<file path="config.mk">
export PLATFORM = sky130hd
export DESIGN_NAME = valu_issue_queue
export DESIGN_NICKNAME = d
export VERILOG_FILES = /design/src/rtl/valu_issue_queue.sv
export SDC_FILE = /design/constraint.sdc
export NUM_CORES = 1
export LEC_CHECK = 0
export BUFFER_PORTS_ARGS = -buffer_cell sky130_fd_sc_hd__buf_2
export CORE_ASPECT_RATIO = 0.8
export CORE_UTILIZATION = 35
export CTS_CLUSTER_SIZE = 24
export DETAILED_ROUTE_END_ITERATION = 8
export PLACE_DENSITY = 0.57
export SYNTH_ARGS = -nofsm -noshare
export SYNTH_HDL_FRONTEND = slang
export SYNTH_SLANG_ARGS = --single-unit
</file>
<file path="constraint.sdc">
create_clock -name clk_i -period 15.8 [get_ports clk_i]
set_input_delay 0 -clock clk_i [delete_from_list [all_inputs] [get_ports clk_i]]
set_output_delay 0 -clock clk_i [all_outputs]
set_load 0.05 [all_outputs]
</file>
<file path="src/rtl/valu_issue_queue.sv">
// Issue queue feeding the VALU over the shared FLU port, with writeback ID checking.
// Optional saturating dispatch/stall counters when VALU_ISSUE_STATS_EN is defined.
`timescale 1ns/1ps

module valu_issue_queue #(
    parameter int unsigned DEPTH         = 4,
    parameter int unsigned DATA_W        = 32,
    parameter int unsigned TRANS_ID_BITS = 3
) (
    input  logic                       clk_i,
    input  logic                       rst_ni,
    input  logic                       flush_i,
    input  logic                       in_valid_i,
    output logic                       in_ready_o,
    input  logic [DATA_W-1:0]          in_operand_a_i,
    input  logic [DATA_W-1:0]          in_operand_b_i,
    input  logic [TRANS_ID_BITS-1:0]   in_trans_id_i,
    input  logic                       flu_busy_i,
    input  logic                       valu_ready_i,
    output logic                       valu_valid_o,
    output logic [DATA_W-1:0]          operand_a_o,
    output logic [DATA_W-1:0]          operand_b_o,
    output logic [TRANS_ID_BITS-1:0]   trans_id_o,
    input  logic                       flu_valid_i,
    input  logic [TRANS_ID_BITS-1:0]   flu_trans_id_i,
    output logic [$clog2(DEPTH):0]     count_o,
    output logic                       wb_mismatch_o
`ifdef VALU_ISSUE_STATS_EN
    ,
    output logic [31:0]                dispatch_cnt_o,
    output logic [31:0]                stall_cnt_o
`endif
);

    localparam int unsigned IDX_W = $clog2(DEPTH);
    localparam int unsigned PTR_W = IDX_W + 1;

    localparam logic [1:0] ST_IDLE    = 2'd0;
    localparam logic [1:0] ST_ARMED   = 2'd1;
    localparam logic [1:0] ST_WAIT_WB = 2'd2;

    typedef struct packed {
        logic [DATA_W-1:0]        a;
        logic [DATA_W-1:0]        b;
        logic [TRANS_ID_BITS-1:0] id;
    } entry_t;

    entry_t                   mem_q [DEPTH];
    entry_t                   head;
    entry_t                   in_entry;

    logic [PTR_W-1:0]         wr_ptr_q, wr_ptr_d;
    logic [PTR_W-1:0]         rd_ptr_q, rd_ptr_d;
    logic [1:0]               state_q, state_d;
    logic [TRANS_ID_BITS-1:0] exp_id_q, exp_id_d;
    logic                     wait_q, wait_d;
    logic                     mismatch_q, mismatch_d;
    logic                     full, empty, enq, deq, grant, nonempty_d;

    assign full  = (wr_ptr_q[IDX_W-1:0] == rd_ptr_q[IDX_W-1:0]) && (wr_ptr_q[IDX_W] != rd_ptr_q[IDX_W]);
    assign empty = (wr_ptr_q == rd_ptr_q);
    assign enq   = in_valid_i && !full && !flush_i;
    assign grant = valu_ready_i && !flu_busy_i;
    assign deq   = (state_q == ST_ARMED) && grant && !empty && !flush_i;
    assign head  = mem_q[rd_ptr_q[IDX_W-1:0]];

    assign in_entry = '{a: in_operand_a_i, b: in_operand_b_i, id: in_trans_id_i};

    assign in_ready_o    = !full;
    assign count_o       = wr_ptr_q - rd_ptr_q;
    assign wb_mismatch_o = mismatch_q;
    assign valu_valid_o  = deq;
    assign operand_a_o   = deq ? head.a  : '0;
    assign operand_b_o   = deq ? head.b  : '0;
    assign trans_id_o    = deq ? head.id : '0;

    // Next-state: pointers first so the FSM can look at next-cycle occupancy.
    always_comb begin
        wr_ptr_d   = wr_ptr_q + PTR_W'(enq);
        rd_ptr_d   = rd_ptr_q + PTR_W'(deq);
        state_d    = state_q;
        exp_id_d   = exp_id_q;
        wait_d     = wait_q;
        mismatch_d = mismatch_q;
        nonempty_d = (wr_ptr_d != rd_ptr_d);

        case (state_q)
            ST_IDLE: begin
                if (nonempty_d) state_d = ST_ARMED;
            end
            ST_ARMED: begin
                if (deq) begin
                    exp_id_d = head.id;
                    // Single-cycle VALU: a same-cycle writeback retires the op immediately.
                    if (flu_valid_i && (flu_trans_id_i == head.id)) begin
                        state_d = nonempty_d ? ST_ARMED : ST_IDLE;
                    end else begin
                        state_d = ST_WAIT_WB;
                        wait_d  = 1'b0;
                    end
                end
            end
            ST_WAIT_WB: begin
                if (flu_valid_i && (flu_trans_id_i == exp_id_q)) begin
                    state_d = nonempty_d ? ST_ARMED : ST_IDLE;
                end else if (wait_q) begin
                    mismatch_d = 1'b1;
                    state_d    = nonempty_d ? ST_ARMED : ST_IDLE;
                end else begin
                    wait_d = 1'b1;
                end
            end
            default: state_d = ST_IDLE;
        endcase

        if (flush_i) begin
            wr_ptr_d   = '0;
            rd_ptr_d   = '0;
            state_d    = ST_IDLE;
            exp_id_d   = '0;
            wait_d     = 1'b0;
            mismatch_d = 1'b0;
        end
    end

    always_ff @(posedge clk_i or negedge rst_ni) begin
        if (!rst_ni) begin
            wr_ptr_q   <= '0;
            rd_ptr_q   <= '0;
            state_q    <= ST_IDLE;
            exp_id_q   <= '0;
            wait_q     <= 1'b0;
            mismatch_q <= 1'b0;
        end else begin
            wr_ptr_q   <= wr_ptr_d;
            rd_ptr_q   <= rd_ptr_d;
            state_q    <= state_d;
            exp_id_q   <= exp_id_d;
            wait_q     <= wait_d;
            mismatch_q <= mismatch_d;
        end
    end

    // Payload storage needs no reset; occupancy is tracked by the pointers.
    always_ff @(posedge clk_i) begin
        if (enq) mem_q[wr_ptr_q[IDX_W-1:0]] <= in_entry;
    end

`ifdef VALU_ISSUE_STATS_EN
    logic [31:0] dispatch_cnt_q, stall_cnt_q;

    // Saturating counters survive flush; only reset clears them.
    always_ff @(posedge clk_i or negedge rst_ni) begin
        if (!rst_ni) begin
            dispatch_cnt_q <= '0;
            stall_cnt_q    <= '0;
        end else begin
            if (deq && (dispatch_cnt_q != '1)) dispatch_cnt_q <= dispatch_cnt_q + 32'd1;
            if ((state_q == ST_ARMED) && !grant && (stall_cnt_q != '1)) stall_cnt_q <= stall_cnt_q + 32'd1;
        end
    end

    assign dispatch_cnt_o = dispatch_cnt_q;
    assign stall_cnt_o    = stall_cnt_q;
`endif

endmodule

</file>
**Word-level counts from Yosys, hierarchy flattened**

Memory sizes are Yosys's and may differ from the RTL's.
Index checks and enable logic that the tools add are counted.

- Bits in registers: 13
- Memory bits (writable): 268
- Input port bits: 77
- Output and inout bits: 73
- Logic and storage cells: 74
- Memories: 1

- Add/sub/neg operators: 3
- Equality and inequality tests: 14
- Mux-type cells: 27
- Reductions and logical operators: 23

Memories:

| memory | words | width | rd ports | clocked after Yosys merged registers in | wr ports | line | text |
|---|---|---|---|---|---|---|---|
| mem_q | 4 | 67 | 1 | 0 | 1 | 48 | `entry_t mem_q [DEPTH];` |

Operator list:

| kind | number |
|---|---|
| 32-bit two-way mux | 2 |
| 3-bit two-way mux | 6 |
| 2-bit two-way mux | 6 |
| 3-bit inequality test (second input constant) | 4 |
| 1-bit two-way mux | 11 |
| 3-bit == test | 3 |
| 1-bit logical AND | 9 |
| 2-bit nonzero test | 4 |
| 3-bit by 1-bit adder with 3-bit output | 2 |
| 2-bit one-hot mux with 3 select lines | 1 |
| 3-bit AND reduction | 2 |
| 1-bit logical NOT | 4 |
| 4-bit inequality test (second input constant) | 1 |
| 4-bit AND reduction | 1 |
| 3-bit inequality test | 1 |
| 3-bit nonzero test | 1 |
| 3-bit subtractor | 1 |
| 2-bit by 1-bit == test with 1-bit output (second input constant) | 1 |
| 2-bit == test | 1 |
| 2-bit == test (second input constant) | 1 |
| 2-bit logical NOT | 1 |
| 2-bit inequality test (second input constant) | 1 |
| 1-bit one-hot mux with 2 select lines | 1 |
| 2-bit AND reduction | 1 |
| 1-bit inequality test | 1 |

**Longest topological paths before layout**

- Depth after elaboration: 12
- Gate-level depth with buffers: 14
- Depth with buffers taken out: 11

**Worst setup path before layout**

OpenSTA, ideal clock, no wires.

- Path type: register to register
- Start: reg rd_ptr_q[1]
- End: mem mem_q[0][0] (netlist name) (enable)
- Library setup time: 574 ps
- Data arrival time: 6598 ps
- Required time: 15226 ps
- Slack: 8628 ps
- Stages on the path, launching flop included: 8
- Path buffers: 2
- Period minus slack after synthesis: 7172 ps
- Path through: dfrtp_1 buf_2 buf_1 inv_1 ha_1 nand3_1 nand3_1 nor3_1

- Longest elaborated chain between the ends: 7

Ends and longest elaborated chain:

| what | line | text |
|---|---|---|
| start: declaration | 53 | `logic [PTR_W-1:0] rd_ptr_q, rd_ptr_d;` |
| start signal: assignment | 136 | `rd_ptr_q <= rd_ptr_d;` |
| 2-bit == test | 60 | `assign full = (wr_ptr_q[IDX_W-1:0] == rd_ptr_q[IDX_W-1:0]) && (wr_ptr_q[IDX_W] != rd_ptr_q[IDX_W]);` |
| 1-bit logical AND | 60 |  |
| 1-bit logical NOT | -- |  |
| net in_ready_o | 14 | `output logic in_ready_o,` |
| 1-bit logical AND (2 in series) | 62 | `assign enq = in_valid_i && !full && !flush_i;` |
| 1-bit two-way mux | 146 | `if (enq) mem_q[wr_ptr_q[IDX_W-1:0]] <= in_entry;` |
| 1-bit two-way mux (not written as such) | 146 |  |
| end: declaration | 48 |  |

The timed path passes the listed nets, and every way through them passes these cells.

**Final worst setup path**

- Start: reg rd_ptr_q[1]
- End: mem mem_q[3][33] (netlist name) (enable)

- Longest elaborated chain between the ends: 7

Ends and longest elaborated chain:

| what | line |
|---|---|
| 2-bit == test | 60 |
| 1-bit logical AND | 60 |
| 1-bit logical NOT | 62 |
| 1-bit logical AND (2 in series) | 62 |
| 1-bit two-way mux | 146 |
| 1-bit two-way mux (not written as such) | 146 |

Every way passes these cells.

==> impl_results.html <==
<table>
<tr><th>Metric</th><th>Value</th></tr>
<tr><th colspan="2">Floorplan</th></tr>
<tr><td>Number of rows in the core area</td><td>57</td></tr>
<tr><td>Initial Utilization</td><td>35.73%</td></tr>
<tr><td>Die footprint</td><td>0.03187 mm^2</td></tr>
<tr><td># IOs</td><td>150</td></tr>
<tr><td>Die width</td><td>199.4 um</td></tr>
<tr><td>Die extent in y</td><td>159.9 um</td></tr>
<tr><td>Core area</td><td>0.03052 mm^2</td></tr>
<tr><th colspan="2">Route</th></tr>
<tr><td>Detailed-route wire length</td><td>22.34 mm</td></tr>
<tr><td>DRT iter0 DRCs</td><td>345</td></tr>
<tr><td>Wirelength per Cell</td><td>18.93 um</td></tr>
<tr><td>Number of detailed-routing iterations run before antenna repair</td><td>4</td></tr>
<tr><td>Residual DRC</td><td>0</td></tr>
<tr><td>ANT nets after route</td><td>0</td></tr>
<tr><td>Vias</td><td>5528</td></tr>
<tr><td>Via/cell ratio</td><td>4.685</td></tr>
<tr><th colspan="2">Power</th></tr>
<tr><td>Pwr dens</td><td>111.2 mW/mm^2</td></tr>
<tr><td>Part of the power in combinational logic</td><td>4.7%</td></tr>
<tr><td>Clk network pwr share</td><td>40.5%</td></tr>
<tr><td>Net switching share of the total power</td><td>20.10%</td></tr>
<tr><td>Switching component of the power</td><td>307.3 uW</td></tr>
<tr><td>Internal Power</td><td>1222 uW</td></tr>
<tr><td>Reg power frac</td><td>54.8%</td></tr>
<tr><td>Worst VDD drop</td><td>77.85 uV</td></tr>
<tr><td>P_leak</td><td>0.004845 uW</td></tr>
<tr><th colspan="2">Finish</th></tr>
<tr><td>Growth of design area from synthesis to finish</td><td>26.03%</td></tr>
<tr><td>Final layout net count</td><td>827</td></tr>
<tr><td>FILL cells</td><td>2727</td></tr>
<tr><td>Share of layout cells above drive strength 1</td><td>35.51%</td></tr>
<tr><td>Cell area after layout</td><td>0.01374 mm^2</td></tr>
<tr><th colspan="2">Timing</th></tr>
<tr><td>Worst slew slack as a fraction of its limit</td><td>27.18%</td></tr>
<tr><td>Transition time at the pin with the least slew margin</td><td>1092 ps</td></tr>
<tr><td>Max Clock Skew</td><td>12.09 ps</td></tr>
<tr><td>Maximum clock frequency</td><td>257.1 MHz</td></tr>
<tr><td>Setup violations, final</td><td>0</td></tr>
<tr><td>Number of slew-limit violations in the final report</td><td>0</td></tr>
<tr><td>Setup TNS</td><td>0 ps</td></tr>
<tr><td>Final Cycle Share</td><td>24.62%</td></tr>
<tr><td>Crit path time final</td><td>3889 ps</td></tr>
<tr><td>Endpoints failing hold</td><td>0</td></tr>
<tr><td>Unrepaired setup endpoints after global routing</td><td>no</td></tr>
<tr><th colspan="2">Setup path</th></tr>
<tr><td>Top fanout value on the critical path</td><td>70</td></tr>
<tr><td>CP required</td><td>15960 ps</td></tr>
<tr><td>Type of the setup path with the least slack</td><td>flop to flop</td></tr>
<tr><td>CP Launch Type</td><td>flop</td></tr>
<tr><td>Worst path arrival time</td><td>4050 ps</td></tr>
<tr><td>Reg-to-reg endpoint</td><td>mem_q[3][33]</td></tr>
<tr><td>R2R Path Start</td><td>rd_ptr_q[1]</td></tr>
<tr><td>Worst reg2reg setup slack</td><td>11910 ps</td></tr>
<tr><td>Crit path capture type</td><td>flop</td></tr>
<tr><td>Cells on worst reg2reg path</td><td>8</td></tr>
<tr><th colspan="2">Min path</th></tr>
<tr><td>Number of cells traversed by the worst hold path</td><td>5</td></tr>
<tr><td>Classification of the worst-slack hold path</td><td>input pin to flop</td></tr>
<tr><td>Hold worst-path end</td><td>wr_ptr_q[0]</td></tr>
<tr><td>Hold Path Origin</td><td>in_valid_i</td></tr>
<tr><th colspan="2">Placement</th></tr>
<tr><td>Half-perimeter wire length after placement</td><td>13.67 mm</td></tr>
<tr><td>Total of buffers placed on input and output ports</td><td>149</td></tr>
<tr><td>Cell Area, Placed</td><td>0.01214 mm^2</td></tr>
<tr><td>GPL Wtd Cong</td><td>0.7983</td></tr>
<tr><th colspan="2">Clock network</th></tr>
<tr><td>Clock-pin slew reported for the worst setup and hold paths after clock tree synthesis</td><td>60 ps</td></tr>
<tr><td>Max Buffers Root-to-Sink</td><td>3</td></tr>
<tr><td>Total clock buffers created by CTS</td><td>29</td></tr>
<tr><td>Root buf cell</td><td>sky130_fd_sc_hd__clkbuf_16</td></tr>
<tr><td># clock sinks</td><td>281</td></tr>
<tr><td>CTS Hold Buffers Added</td><td>73</td></tr>
<tr><td>Clock tree from TritonCTS</td><td>done</td></tr>
<tr><td>H-tree Lvls</td><td>1</td></tr>
<tr><td>Insertion delay of the later-clocked pin in the worst-skew pair</td><td>530 ps</td></tr>
<tr><td>Cells resized by post-CTS repair</td><td>0</td></tr>
<tr><td>Setup repair bufs after CTS</td><td>0</td></tr>
<tr><th colspan="2">Synth</th></tr>
<tr><td>Most instantiated cells after synthesis</td><td>268 x sky130_fd_sc_hd__edfxtp_1, 68 x sky130_fd_sc_hd__and2_1, 67 x sky130_fd_sc_hd__mux4_2</td></tr>
<tr><td>Post-synthesis instance total</td><td>505</td></tr>
<tr><td>Sequential element share of the synthesized area</td><td>76.78%</td></tr>
<tr><td>Share of async-settable or async-resettable flops after synthesis</td><td>4.626%</td></tr>
<tr><td>Mean instance size in the synthesized netlist</td><td>21.59 um^2</td></tr>
<tr><td>Number of enable-type register cells in the synthesized netlist</td><td>268</td></tr>
<tr><td>Cell area after synthesis</td><td>0.01091 mm^2</td></tr>
<tr><td>Largest cells by area after synthesis</td><td>sky130_fd_sc_hd__edfxtp_1 74%, sky130_fd_sc_hd__mux4_2 14%, sky130_fd_sc_hd__and2_1 3.9%</td></tr>
<tr><td>Synth Register Bits</td><td>281</td></tr>
<tr><td>Total number of yosys warnings</td><td>0</td></tr>
<tr><td>Area share of the largest cell type after synthesis</td><td>73.80%</td></tr>
<tr><td>Largest area contributor in the netlist</td><td>sky130_fd_sc_hd__edfxtp_1</td></tr>
<tr><td>Synthesized netlist net count</td><td>589</td></tr>
<tr><td>Dominant cell by count in the synthesized netlist</td><td>sky130_fd_sc_hd__edfxtp_1</td></tr>
<tr><td>Cell variety after synth</td><td>34</td></tr>
<tr><td>Prevailing post-synth register cell</td><td>sky130_fd_sc_hd__edfxtp_1</td></tr>
<tr><th colspan="2">Global routing</th></tr>
<tr><td>Aggregate global routing overflow</td><td>0</td></tr>
<tr><td>Vias in the first global route</td><td>6152</td></tr>
<tr><td>Global-route wire length before repair</td><td>35.00 mm</td></tr>
<tr><td>GRT Overall Usage</td><td>14.39%</td></tr>
<tr><td>Pin count of the biggest net entering global routing</td><td>73</td></tr>
<tr><td>Antenna violations before repair</td><td>1</td></tr>
<tr><th colspan="2">Outcome</th></tr>
<tr><td>Run status</td><td>complete, no violations</td></tr>
<tr><th colspan="2">Job</th></tr>
<tr><td>Max cap viols</td><td>0</td></tr>
</table>
==> cell families (layout without fill, tap and decap cells) <==
logic type	after synthesis	in the layout	synth area share, %
adders and majority gates	7	7	0.8719
other	0	1	0
AOI/OAI and AO/OA	13	13	0.8720
DFF	281	281	76.78
xor gates and xnor gates	14	14	1.193
muxes	67	67	13.84
buffers and inverters	33	294	1.480
and+or+nand+nor	90	90	4.968
==> power groups by stage <==
stage / Clock [uW] / Sequential, uW / Combinational [uW]
6_report: 619 / 838 / 72.1
5_1_grt: 667 / 839 / 79.1
4_1_cts: 634 / 838 / 73.9
3_5_place_dp: 0 / 854 / 58.7
3_3_place_gp: 0 / 853 / 56.7
2_1_floorplan: 0 / 854 / 30.3
==> worst max-delay path, stage by stage, from the launching register on <==
cell,delay (ps)
sky130_fd_sc_hd__dfrtp_4,1130
sky130_fd_sc_hd__inv_1,110
sky130_fd_sc_hd__ha_1,320
sky130_fd_sc_hd__nand3_1,120
sky130_fd_sc_hd__nand3_1,190
sky130_fd_sc_hd__inv_2,110
sky130_fd_sc_hd__nand2_1,130
sky130_fd_sc_hd__nor2_4,730
sky130_fd_sc_hd__buf_4,630
==> how the worst max path moves through the flow <==
stage / to / slack, ps / cells after the start / start
after floorplan: mem_q[0][0] / 8630 / 7 / rd_ptr_q[1]
after global placement: mem_q[3][29] / 11890 / 8 / rd_ptr_q[1]
after detailed placement: mem_q[3][31] / 11790 / 8 / rd_ptr_q[1]
after CTS: mem_q[3][27] / 11800 / 8 / rd_ptr_q[1]
after global routing: mem_q[3][24] / 11590 / 8 / rd_ptr_q[1]
final: mem_q[3][33] / 11910 / 8 / rd_ptr_q[1]
==> per-stage QoR <==
step	cells	util, %	hold slack, ps	total power [uW]	worst slack (ps)
global route	1179	45.02	203.8	1585	11590
floorplan	505	-	-295.6	884.3	8628
finish	1180	45.03	166.6	1529	11910
detailed placement	1052	39.78	-92.55	912.5	11790
CTS	1179	45.02	135.1	1546	11800
global placement	1052	39.78	-96.28	909.3	11890
==> layout by cell type (no fill, tap or decap), types with 2 or more instances in the layout <==
cell type and n:
sky130_fd_sc_hd__clkinv_2 5, sky130_fd_sc_hd__a21oi_1 2, sky130_fd_sc_hd__nor2b_1 4, sky130_fd_sc_hd__dfrtp_1 11, sky130_fd_sc_hd__nand4_1 3, sky130_fd_sc_hd__mux4_2 67, sky130_fd_sc_hd__inv_6 2, sky130_fd_sc_hd__dlygate4sd3_1 73
sky130_fd_sc_hd__inv_1 9, sky130_fd_sc_hd__nand3_1 2, sky130_fd_sc_hd__xor2_1 4, sky130_fd_sc_hd__clkbuf_16 29, sky130_fd_sc_hd__a22o_1 3, sky130_fd_sc_hd__clkinv_1 7, sky130_fd_sc_hd__nor2_4 3, sky130_fd_sc_hd__ha_1 6
sky130_fd_sc_hd__xnor2_1 9, sky130_fd_sc_hd__buf_4 8, sky130_fd_sc_hd__dfrtp_4 2, sky130_fd_sc_hd__clkinvlp_4 2, sky130_fd_sc_hd__nand2_1 2, sky130_fd_sc_hd__and2_1 68, sky130_fd_sc_hd__nor2_1 4, sky130_fd_sc_hd__edfxtp_1 268
sky130_fd_sc_hd__clkbuf_1 8, sky130_fd_sc_hd__buf_2 149, sky130_fd_sc_hd__nor3_2 2
==> routing by layer <==
layer	track usage, %	share of wire [%]
met3	2.914	6.4
met1	20.53	45
met5	0	0.045
met4	2.325	1.3
met2	23.22	47
==> flip-flops by register name, indices dropped and copies added (netlist names) <==
name,cells
mem_q,268
exp_id_q,3
rd_ptr_q,3
wr_ptr_q,3
state_q,2
wait_q,1
wb_mismatch_o,1
==> layout make-up <==
cell class / instances / area (um^2) / area share, %
flip-flops and latches: 281 / 8381 / 60.97
diodes: 1 / 2.502 / 0.01821
well taps: 413 / 516.7 / 3.760
clock buffers: 37 / 755.7 / 5.498
multi-input cells: 191 / 2401 / 17.47
clock inverters: 17 / 113.9 / 0.8284
inverters: 10 / 37.54 / 0.2731
repair buffers: 230 / 1536 / 11.18
(Power assumes the default switching activity.)
